`src/rtl/uart_rx.sv`:
```
// 8N1 UART receiver with 16x oversampling, 2-of-3 majority bit decisions
// and a BREAK state that holds off start detection while the line stays low.
module uart_rx #(
    parameter int DIV = 651,
    parameter int OVS = 16
) (
    input  logic       clk,
    input  logic       rst,
    input  logic       RxD,
    output logic [7:0] rx_data,
    output logic       rx_valid,
    output logic       rx_frame_err,
    output logic       rx_busy
);

    localparam int         TW        = (DIV > 1) ? $clog2(DIV) : 1;
    localparam logic [3:0] SAMP_LAST = 4'(OVS - 1);
    localparam logic [3:0] SAMP_MID  = 4'd8;

    typedef enum logic [2:0] {
        S_IDLE,
        S_START,
        S_DATA,
        S_STOP,
        S_BREAK
    } state_t;

    state_t          r_state;
    logic            r_sync1;
    logic            r_sync2;
    logic [TW-1:0]   r_tick_cnt;
    logic [3:0]      r_samp;
    logic [2:0]      r_bitidx;
    logic [7:0]      r_shift;
    logic [7:0]      r_data;
    logic            r_valid;
    logic            r_ferr;
    logic            r_s6;
    logic            r_s7;
    logic            w_tick;
    logic            w_maj;

    assign w_tick       = (r_tick_cnt == TW'(DIV - 1));
    assign w_maj        = (r_s6 & r_s7) | (r_s6 & r_sync2) | (r_s7 & r_sync2);
    assign rx_data      = r_data;
    assign rx_valid     = r_valid;
    assign rx_frame_err = r_ferr;
    assign rx_busy      = (r_state != S_IDLE);

    // Two-flop synchronizer for the asynchronous serial input (idles high).
    always_ff @(posedge clk or posedge rst) begin
        if (rst) begin
            r_sync1 <= 1'b1;
            r_sync2 <= 1'b1;
        end else begin
            r_sync1 <= RxD;
            r_sync2 <= r_sync1;
        end
    end

    // Free-running oversample tick generator, 0..DIV-1.
    always_ff @(posedge clk or posedge rst) begin
        if (rst) begin
            r_tick_cnt <= '0;
        end else if (w_tick) begin
            r_tick_cnt <= '0;
        end else begin
            r_tick_cnt <= r_tick_cnt + 1'b1;
        end
    end

    // Capture the first two of the three majority samples (counts 6 and 7).
    always_ff @(posedge clk or posedge rst) begin
        if (rst) begin
            r_s6 <= 1'b1;
            r_s7 <= 1'b1;
        end else if (w_tick) begin
            if (r_samp == 4'd6) r_s6 <= r_sync2;
            if (r_samp == 4'd7) r_s7 <= r_sync2;
        end
    end

    // Receive FSM: sample counter, bit index, shift register and output pulses.
    // Every state transition clears the sample counter; otherwise it advances per tick.
    always_ff @(posedge clk or posedge rst) begin
        if (rst) begin
            r_state  <= S_IDLE;
            r_samp   <= '0;
            r_bitidx <= '0;
            r_shift  <= '0;
            r_data   <= '0;
            r_valid  <= 1'b0;
            r_ferr   <= 1'b0;
        end else begin
            r_valid <= 1'b0;
            r_ferr  <= 1'b0;
            if (w_tick) begin
                r_samp <= r_samp + 4'd1;
                case (r_state)
                    S_IDLE: begin
                        if (!r_sync2) begin
                            r_state <= S_START;
                            r_samp  <= '0;
                        end
                    end
                    S_START: begin
                        if (r_samp == SAMP_MID && w_maj) begin
                            r_state <= S_IDLE;
                            r_samp  <= '0;
                        end else if (r_samp == SAMP_LAST) begin
                            r_state  <= S_DATA;
                            r_samp   <= '0;
                            r_bitidx <= '0;
                        end
                    end
                    S_DATA: begin
                        if (r_samp == SAMP_MID) begin
                            r_shift <= {w_maj, r_shift[7:1]};
                        end
                        if (r_samp == SAMP_LAST) begin
                            r_samp <= '0;
                            if (r_bitidx == 3'd7) begin
                                r_state <= S_STOP;
                            end else begin
                                r_bitidx <= r_bitidx + 3'd1;
                            end
                        end
                    end
                    S_STOP: begin
                        // Leave at mid-stop-bit so a start bit can follow immediately.
                        if (r_samp == SAMP_MID) begin
                            r_samp <= '0;
                            if (w_maj) begin
                                r_data  <= r_shift;
                                r_valid <= 1'b1;
                                r_state <= S_IDLE;
                            end else begin
                                r_ferr  <= 1'b1;
                                r_state <= S_BREAK;
                            end
                        end
                    end
                    S_BREAK: begin
                        if (r_sync2) begin
                            r_state <= S_IDLE;
                            r_samp  <= '0;
                        end
                    end
                    default: begin
                        r_state <= S_IDLE;
                        r_samp  <= '0;
                    end
                endcase
            end
        end
    end

endmodule

```
`config.mk`:
```
export PLATFORM = sky130hd
export DESIGN_NAME = uart_rx
export DESIGN_NICKNAME = d
export VERILOG_FILES = /design/src/rtl/uart_rx.sv
export SDC_FILE = /design/constraint.sdc
export NUM_CORES = 1
export LEC_CHECK = 0
export CAP_MARGIN = 25
export CORE_ASPECT_RATIO = 0.75
export CORE_MARGIN = 2
export CORE_UTILIZATION = 45
export CTS_CLUSTER_DIAMETER = 30
export DETAILED_ROUTE_END_ITERATION = 8
export PLACE_DENSITY = 0.71
export REMOVE_ABC_BUFFERS = 1
export SETUP_SLACK_MARGIN = 0.2
export SLEW_MARGIN = 0
export SYNTH_ARGS = -nofsm -noshare
export SYNTH_HDL_FRONTEND = slang
export SYNTH_SLANG_ARGS = --single-unit
```
`constraint.sdc`:
```
create_clock -name clk -period 2.15 [get_ports clk]
set_clock_uncertainty 0.15 [all_clocks]
set_input_delay 0.43 -clock clk [delete_from_list [all_inputs] [get_ports clk]]
set_output_delay 0.43 -clock clk [all_outputs]
set_load 0.005 [all_outputs]
```
==> flow_metrics.py <==
metrics = {
    "outcome": {
        "outcome": "complete, no violations",
    },
    "floorplanning": {
        "die-area_sq_um": 5070,
        "io_pins": 14,
        "initial_core_util_pct": 46.2,
        "row_count": 21,
        "die_h_microns": 62.1,
        "core_area_sq_um": 4390,
        "die_x_microns": 81.5,
    },
    "logic_synthesis": {
        "synth-seq-cells": 42,
        "ys_warn_count": 0,
        "ys_seq_area_share_pct": 52.1,
        "async_reset_ff_share_pct": 100,
        "synthCells": 173,
        "synth_edf_count": 0,
        "syn-mean-instance-area_sq_um": 11.7,
        "synth_area_sq_um": 2030,
        "synth_cell_types": 38,
        "synthFlopType": "dfrtp_1",
    },
    "global_routing": {
        "grt_pass1_wl_microns": 6580,
        "grt-ovfl-total": 0,
        "grt_usage_pct": 17.1,
        "grt_pass1_vias": 1444,
        "antenna_found_initial": 0,
        "grt_max_degree": 43,
    },
    "cts": {
        "clk_pin_slew_ns": 0.08,
        "ctsLongestPathBuffers": 2,
        "cts_root_buffer": "clkbuf_8",
        "cts_buffers": 5,
        "cts.sinks": 42,
        "cts_htree_levels": 2,
        "cts_tree": "yes",
        "holdBufCountCts": 0,
        "clk_latency_ns": 0.30,
    },
    "setup_path": {
        "end_kind": "register",
        "worstPathRequired_ns": 2.19,
        "path_class": "reg -> reg",
        "startpoint_type": "register",
        "cp.arrival_ns": 2.04,
        "cp_max_fo": 6,
    },
    "placed_design": {
        "dpl.cell_count": 247,
        "placed_cell_area_sq_um": 2300,
        "hpwl_microns": 2560,
        "portBuffers": 13,
        "gp_congestion": 0.796,
    },
    "detailed_routing": {
        "ant_nets": 0,
        "routedWlPerCell_microns": 14.6,
        "via_per_inst": 5.28,
        "drt_iter0_drc": 72,
        "vias": 1411,
        "drc": 0,
        "firstDrtPassIters": 4,
        "routed_wl_microns": 3910,
    },
    "timing": {
        "fmax_mhz": 499,
        "worst_slew_pin_slew_ns": 0.463,
        "hold_viol": 0,
        "layout_min_cycle_time_ns": 2.01,
        "hold-worst-slack_ns": 0.212,
        "rsz0062_at_grt": "true",
        "period_share_pct": 93.3,
        "slew_viol_final": 0,
        "setup_viol": 0,
        "fin_tns_setup_ns": 0,
        "slew_headroom_pct": 68.9,
    },
    "cells_and_area": {
        "finalInstanceArea_sq_um": 2640,
        "final_core_util_pct": 60.2,
        "final_nets": 219,
        "areaGrowthSynthToFinish_pct": 30.3,
        "final_cell_mix": "dfrtp_1, buf_4, nand2_1, nor2_1, clkdlybuf4s50_1",
        "finalNonFillerCells": 267,
        "drive_above_1_share_pct": 37.6,
        "mostFrequentLayoutCell": "dfrtp_1",
        "diodes": 0,
    },
    "power_and_ir_drop": {
        "combPwrFrac_pct": 2.1,
        "cellPowerDensity_nw_per_um2": 546,
        "vdd_drop_max_mv": 0.594,
        "pwr-share-seq_pct": 55.0,
        "switching_share_pct": 20.5,
        "p_leak_nw": 1.18,
        "power_switching_mw": 0.296,
        "p_clk_share_pct": 42.9,
        "internal_power_mw": 1.15,
    },
    "hold_path": {
        "hp-class": "reg -> reg",
    },
    "run": {
        "drv_cap": 0,
    },
}
critical path, stage by stage, from the launching register on:
cell       delay [ns]
dfstp_2          0.59
maj3_2           0.29
a311oi_4         0.14
a2111oi_4        0.34
mux2_2           0.38
through the flow:
step | total power, mW | setup slack, ns
6_report | 1.44 | 0.145
5_1_grt | 1.50 | 0.0941
4_1_cts | 1.46 | 0.172
3_5_place_dp | 0.841 | -0.00316
3_3_place_gp | 0.839 | 0.0840
2_1_floorplan | 0.827 | 0.0153
area by class of cell:
cell class / instances / area [sq um]
clock buffer: 5 / 68.8
clock inverter: 3 / 45.0
fill: 336 / 1750
inverter: 9 / 33.8
multi-input combinational: 115 / 1020
sequential: 42 / 1060
tap: 57 / 71.3
timing repair buffer: 36 / 342
power groups by stage:
stage               clock network [mW]  logic, mW  registers, mW
global placement                     0     0.0294          0.810
detailed placement                   0     0.0304          0.810
CTS                              0.634     0.0304          0.795
global route                     0.669     0.0346          0.795
floorplan                            0     0.0172          0.810
finish                           0.619     0.0297          0.795
synth_stat cells, drive strengths merged (2+ instances only):
| library cell | instances | area share (%) |
|---|---|---|
| and3 | 3 | 0.93 |
| ha | 7 | 4.3 |
| a21oi | 2 | 0.49 |
| nor3 | 6 | 1.5 |
| o31ai | 3 | 1.1 |
| and3b | 3 | 1.3 |
| buf | 6 | 1.5 |
| nand2 | 15 | 2.8 |
| inv | 9 | 1.7 |
| mux2 | 21 | 12 |
| dfrtp | 38 | 47 |
| mux2i | 2 | 0.99 |
| xnor2 | 6 | 2.6 |
| nand3 | 7 | 1.7 |
| xor2 | 4 | 1.7 |
| nor2 | 15 | 2.9 |
| nand2b | 2 | 0.62 |
| o21ai | 2 | 0.49 |
| dfstp | 4 | 5.2 |
sequential cells by signal (all words and copies together) (netlist names):
| name | flops |
|---|---|
| rx_data | 8 |
| rx_frame_err | 1 |
| r_samp | 4 |
| r_sync2 | 1 |
| r_shift | 8 |
| r_sync1 | 1 |
| r_bitidx | 3 |
| rx_valid | 1 |
| r_s6 | 1 |
| r_s7 | 1 |
| r_state | 3 |
| r_tick_cnt | 10 |
metal layers:
metal | part of all wire (%) | global-route usage [%] | routed length (microns)
met5 | 0 | 0 | 0
met1 | 47 | 22.1 | 1820
met4 | 1.5 | 7.63 | 58
met2 | 49 | 27.0 | 1930
met3 | 2.5 | 4.36 | 96
path summary, 6_finish.rpt:
check	from	to	slack [ns]	depth (start not counted)
hold / removal	r_sync1	r_sync2	0.21	0
min in group asynchronous	rst	rx_data[6]	0.34	3
setup / recovery	r_sync2	r_state[0]	0.14	4
hold reg to reg	r_sync1	r_sync2	0.21	0
max in group asynchronous	rst	r_s7	1.26	3
setup reg to reg	r_sync2	r_state[0]	0.14	4
cell families after synthesis:
logic type	synth area share [%]
fa+ha+maj	4.87
buf+inv	3.39
mux	12.6
compound gates	7.09
flops	52.1
simple gates	15.6
xor+xnor	4.32
what timing repair did:
action,in CTS,in global routing
gates resized for setup,15,23
endpoints found under the setup margin,23,25
gates cloned,0,1
endpoints found under the hold margin,0,0
pin swaps,5,2
buffers inserted,8,3
No activity file was read; power rests on OpenSTA's default activity.
